File: src/rtl/fifo_in_sequencer.sv
// Shot-level sequencer for the lidar FIFO input stage: arms on acq_start, qualifies
// laser triggers, pulses fifo_start and supervises each data_valid frame.
module fifo_in_sequencer #(
  parameter int PULSE_NUM    = 16,
  parameter int FRAME_LEN    = 200,
  parameter int TIMEOUT      = 4096,
  parameter int TRIG_HOLDOFF = 8
) (
  input  logic        clk,
  input  logic        rst,
  input  logic        acq_start,
  input  logic        acq_abort,
  input  logic        trig_in,
  input  logic        fifo_data_valid,
  input  logic        clr_err,
  output logic        fifo_start,
  output logic        busy,
  output logic        acc_done,
  output logic [15:0] pulse_cnt,
  output logic        timeout_err,
  output logic        len_err,
  output logic [7:0]  trig_miss
);

  typedef enum logic [2:0] {
    IDLE, ARM, START, WAIT_VALID, STREAM, HOLDOFF, DONE
  } state_t;

  localparam logic [15:0] PULSE_TARGET = 16'(PULSE_NUM);
  localparam logic [15:0] FRAME_TARGET = 16'(FRAME_LEN);
  // Compared against the pre-increment value so the error lands TIMEOUT cycles after fifo_start
  localparam logic [15:0] TIMEOUT_LAST = 16'(TIMEOUT - 2);
  localparam logic [15:0] HOLDOFF_LAST = 16'(TRIG_HOLDOFF - 1);

  state_t      state_reg, state_next;
  logic        trig_d_reg;
  logic        trig_rise;
  logic        timeout_hit;
  logic        frame_end;
  logic [15:0] tcnt_reg, tcnt_next;
  logic [15:0] vcnt_reg, vcnt_next;
  logic [15:0] pulse_cnt_reg, pulse_cnt_next;
  logic [7:0]  trig_miss_reg, trig_miss_next;
  logic [1:0]  err_reg, err_set;
  logic        fifo_start_reg, busy_reg, acc_done_reg;

  assign trig_rise   = trig_in & ~trig_d_reg;
  assign timeout_hit = ((state_reg == WAIT_VALID) || (state_reg == STREAM)) &&
                       (tcnt_reg == TIMEOUT_LAST);
  assign frame_end   = (state_reg == STREAM) && !fifo_data_valid;

  always_ff @(posedge clk or negedge rst) begin
    if (!rst) state_reg <= IDLE;
    else      state_reg <= state_next;
  end

  always_comb begin
    state_next = state_reg;
    if (acq_abort) begin
      state_next = IDLE;
    end else begin
      case (state_reg)
        IDLE:       if (acq_start) state_next = ARM;
        ARM:        if (trig_rise) state_next = START;
        START:      state_next = WAIT_VALID;
        WAIT_VALID: begin
          if (timeout_hit)          state_next = IDLE;
          else if (fifo_data_valid) state_next = STREAM;
        end
        STREAM: begin
          if (timeout_hit)    state_next = IDLE;
          else if (frame_end) state_next = ((pulse_cnt_reg + 16'd1) == PULSE_TARGET) ? DONE : HOLDOFF;
        end
        HOLDOFF:    if (tcnt_reg == HOLDOFF_LAST) state_next = ARM;
        DONE:       state_next = IDLE;
        default:    state_next = IDLE;
      endcase
    end
  end

  // tcnt doubles as the holdoff counter: it is cleared on frame end and reused in HOLDOFF
  always_comb begin
    tcnt_next      = tcnt_reg;
    vcnt_next      = vcnt_reg;
    pulse_cnt_next = pulse_cnt_reg;
    trig_miss_next = trig_miss_reg;
    err_set        = 2'b00;
    if (trig_rise && (state_reg != ARM) && (state_reg != IDLE) && (trig_miss_reg != 8'hFF))
      trig_miss_next = trig_miss_reg + 8'd1;
    case (state_reg)
      IDLE: begin
        if (acq_start && !acq_abort) begin
          pulse_cnt_next = 16'd0;
          trig_miss_next = 8'd0;
        end
      end
      START: begin
        tcnt_next = 16'd0;
        vcnt_next = 16'd0;
      end
      WAIT_VALID: begin
        tcnt_next = tcnt_reg + 16'd1;
        if (fifo_data_valid) vcnt_next = 16'd1;
      end
      STREAM: begin
        tcnt_next = tcnt_reg + 16'd1;
        if (fifo_data_valid) begin
          if (vcnt_reg != 16'hFFFF) vcnt_next = vcnt_reg + 16'd1;
        end else if (!timeout_hit && !acq_abort) begin
          tcnt_next      = 16'd0;
          pulse_cnt_next = pulse_cnt_reg + 16'd1;
          err_set[1]     = (vcnt_reg != FRAME_TARGET);
        end
      end
      HOLDOFF: tcnt_next = tcnt_reg + 16'd1;
      default: ;
    endcase
    err_set[0] = timeout_hit && !acq_abort;
  end

  always_ff @(posedge clk or negedge rst) begin
    if (!rst) begin
      trig_d_reg     <= 1'b0;
      tcnt_reg       <= 16'd0;
      vcnt_reg       <= 16'd0;
      pulse_cnt_reg  <= 16'd0;
      trig_miss_reg  <= 8'd0;
      err_reg        <= 2'b00;
      fifo_start_reg <= 1'b0;
      busy_reg       <= 1'b0;
      acc_done_reg   <= 1'b0;
    end else begin
      trig_d_reg     <= trig_in;
      tcnt_reg       <= tcnt_next;
      vcnt_reg       <= vcnt_next;
      pulse_cnt_reg  <= pulse_cnt_next;
      trig_miss_reg  <= trig_miss_next;
      fifo_start_reg <= (state_next == START);
      busy_reg       <= (state_next != IDLE);
      acc_done_reg   <= (state_next == DONE);
      // A set in the same cycle as clr_err takes precedence
      for (int i = 0; i < 2; i++) begin
        if (err_set[i])   err_reg[i] <= 1'b1;
        else if (clr_err) err_reg[i] <= 1'b0;
      end
    end
  end

  assign fifo_start  = fifo_start_reg;
  assign busy        = busy_reg;
  assign acc_done    = acc_done_reg;
  assign pulse_cnt   = pulse_cnt_reg;
  assign trig_miss   = trig_miss_reg;
  assign timeout_err = err_reg[0];
  assign len_err     = err_reg[1];

endmodule
File: config.mk
export PLATFORM = sky130hd
export DESIGN_NAME = fifo_in_sequencer
export DESIGN_NICKNAME = d
export VERILOG_FILES = /design/src/rtl/fifo_in_sequencer.sv
export SDC_FILE = /design/constraint.sdc
export NUM_CORES = 1
export LEC_CHECK = 0
export BUFFER_PORTS_ARGS = -buffer_cell sky130_fd_sc_hd__buf_2
export CAP_MARGIN = 40
export CORE_MARGIN = 2
export CORE_UTILIZATION = 55
export CTS_CLUSTER_DIAMETER = 40
export CTS_CLUSTER_SIZE = 14
export DETAILED_ROUTE_END_ITERATION = 16
export PLACE_DENSITY = 0.75
export SYNTH_ARGS = -nofsm -noshare
export SYNTH_HDL_FRONTEND = slang
export SYNTH_SLANG_ARGS = --single-unit
File: constraint.sdc
create_clock -name clk -period 2.9 [get_ports clk]
set_input_delay 0.58 -clock clk [delete_from_list [all_inputs] [get_ports clk]]
set_output_delay 0.58 -clock clk [all_outputs]
set_load 0.01 [all_outputs]
==> impl_metrics.ini <==
[floorplan]
io_pins = 36
die_area_mm2 = 0.007399
start_util_pct = 57.61
die_w_um = 86.02
fp.dieH_um = 86.02
core_mm2 = 0.006422
fp-row-count = 29

[min_path]
hold_class = input pin to asynchronous set/reset pin

[drt]
via_per_inst = 6.150
wl_met2_um = 4030
postRouteAntennaNets = 0
avgRoutedWirePerCell_um = 16.29
routed-via-count = 3272
drc = 0
firstDrtPassIters = 5
drt_iter0_drc = 269
routed_wl_um = 8667
met1_length_um = 3948
dr_wl_met3_um = 430
maxUsedRoutingLayer = met4

[synthesis]
syn-num-nets = 432
syn_area_per_cell_um2 = 8.830
ys_ff_latch = 65
seq_area_frac_synth_pct = 43.96
ys_warn_count = 0
yosysUniqueCellTypes = 52
async_flop_share_pct = 100.0
syn_area_mm2 = 0.003700
synth_edf_count = 0
yosysTopAreaCell = dfrtp_1
ys_dominant_reg_cell = dfrtp_1
ys_top_cells_by_area = dfrtp_1 (44%), nor2_1 (5.3%), o21ai_0 (4.7%)
synth_cells = 419
yosys.area.top_type_share_pct = 43.96

[critical_path]
crit_buf_inv = 0
start_kind = register
end_kind = register
crit_chain = or3b_4 -> nor2_4 -> nor4b_1 -> o211a_1 -> nand4_1 -> a211o_1
cp_slowest_stage_delay_ns = 0.59
cp_max_fo = 23
r2r-start = state_reg[1]$_DFF_PN0_
cp.arrival_ns = 2.68
rr_worst_depth = 6
cp_top_family = simple AND/OR/NAND/NOR gates
worstSetupPathType = register to register
worst_r2r_endpoint = busy$_DFF_PN0_
rrSetupSlack_ns = 0.46
slowest_stage = or3b_4
required_ns = 3.14

[power_and_ir_drop]
power_density_mw_per_mm2 = 540.1
vdd_drop_max_v = 0.0004351
report.power.total_uw = 2246
p_leak_uw = 0.001847

[sta]
setup_viol = 0
fin_tns_setup_ns = 0
min_period_ns = 2.435
drv_slew = 0
fin_skew_ns = 0.01248
relSlewSlack_pct = 42.84
layout_setup_ws_ns = 0.4645
rsz0062_at_grt = false
period_share_pct = 83.98
worst_pin_slew_ns = 0.8508
hold_viol_final = 0
max_freq_mhz = 410.6
fin_hold_ws_ns = 0.3161

[final_layout]
fillers = 565
final_common_cell = dfrtp_1
mostFrequentLayoutCells = dfrtp_1 (65), nor2_1 (52), nand2_1 (35), o21ai_0 (35), buf_2 (35)
nets = 463
fin_util_pct = 64.74
drive_gt1_share_pct = 14.95
diodes = 0
area_growth_pct = 12.38

[cts]
cts-htree-levels = 3
numClockSinks = 65
path_clk_slew_ns = 0.08
clockBufferDepth = 2
post_cts_buffers = 0
cts_tree = done
cts-buffers-inserted = 9
clk_latency_ns = 0.35
cts_resized = 0
cts-root-buf = clkbuf_8
cts_hold_buf = 0

[global_routing]
first_global_vias = 2993
grt_remaining_overflow = 0
antenna_found_initial = 0
grt_max_degree = 37
gr-usage-all-layers_pct = 25.11
grt_pass1_wl_um = 14660

[placement]
port_buffers = 35
pre_cts_slack_ns = 0.4761
hpwl_um = 5953
gp_congestion = 0.8813

[status]
status = completed

[run]
drv_cap = 0
==> worst max path at each step <==
stage,startpoint,endpoint,slack [ns],depth (start not counted)
after floorplan,pulse_cnt[0]$_DFFE_PN0P_,busy$_DFF_PN0_,0.82,7
after global placement,pulse_cnt[0]$_DFFE_PN0P_,busy$_DFF_PN0_,0.56,7
after detailed placement,state_reg[0]$_DFF_PN0_,busy$_DFF_PN0_,0.48,6
after CTS,state_reg[1]$_DFF_PN0_,busy$_DFF_PN0_,0.48,6
after global routing,pulse_cnt[0]$_DFFE_PN0P_,busy$_DFF_PN0_,0.22,7
final,state_reg[1]$_DFF_PN0_,busy$_DFF_PN0_,0.46,6
==> routing by layer <==
metal  global-route usage [%]  vias to the layer above
met1                    34.55                     1574
met3                    6.641                       23
met2                    38.05                       95
met4                    9.524                        0
li1                         -                     1580
met5                        0                        -
==> area by class of cell <==
cell class / instances / area [µm²] / share of cell area [%]
sequential: 65 / 1627 / 39.12
tap: 77 / 96.34 / 2.317
multi-input combinational: 320 / 1927 / 46.34
timing repair buffer: 40 / 212.7 / 5.116
clock buffer: 10 / 127.6 / 3.070
clock inverter: 6 / 115.1 / 2.769
inverter: 14 / 52.55 / 1.264
==> stage by stage <==
stage	cells	instance area [µm²]
after floorplan	419	3700
after global placement	516	3915
after detailed placement	516	3915
after CTS	532	4158
after global routing	532	4158
final	532	4158
==> where the power goes <==
group	total [µW]	internal, µW	switching (µW)
clock	960	576	385
sequential	1070	978	94.7
combinational	213	88.8	124
==> synthesized netlist by cell type (4+ instances only) <==
cell type and n:
inv_1 14, a31oi_1 8, nor2b_1 4, or4_1 5, clkbuf_1 13, nor4_1 9
a21oi_1 18, nand4_1 15, xor2_1 13, nor2_1 52, o31ai_1 12, nand2_1 35
nor3_1 8, nand3_1 26, xnor2_1 12, and3_1 9, dfrtp_1 65, ha_1 6
or3_1 8, o21ai_0 35, mux2i_1 4, buf_4 4, nor4b_1 4
==> logic make-up (layout without fill, tap and decap cells) <==
logic type | after synthesis | in the layout | share of synthesized area, %
DFF | 65 | 65 | 43.96
and+or+nand+nor | 194 | 194 | 27.39
adders and majority gates | 6 | 6 | 2.029
AOI/OAI and AO/OA | 91 | 91 | 15.66
muxes | 4 | 4 | 1.082
buffers and inverters | 34 | 70 | 3.957
xor gates and xnor gates | 25 | 25 | 5.918
Power figures use the tool's default switching activity.
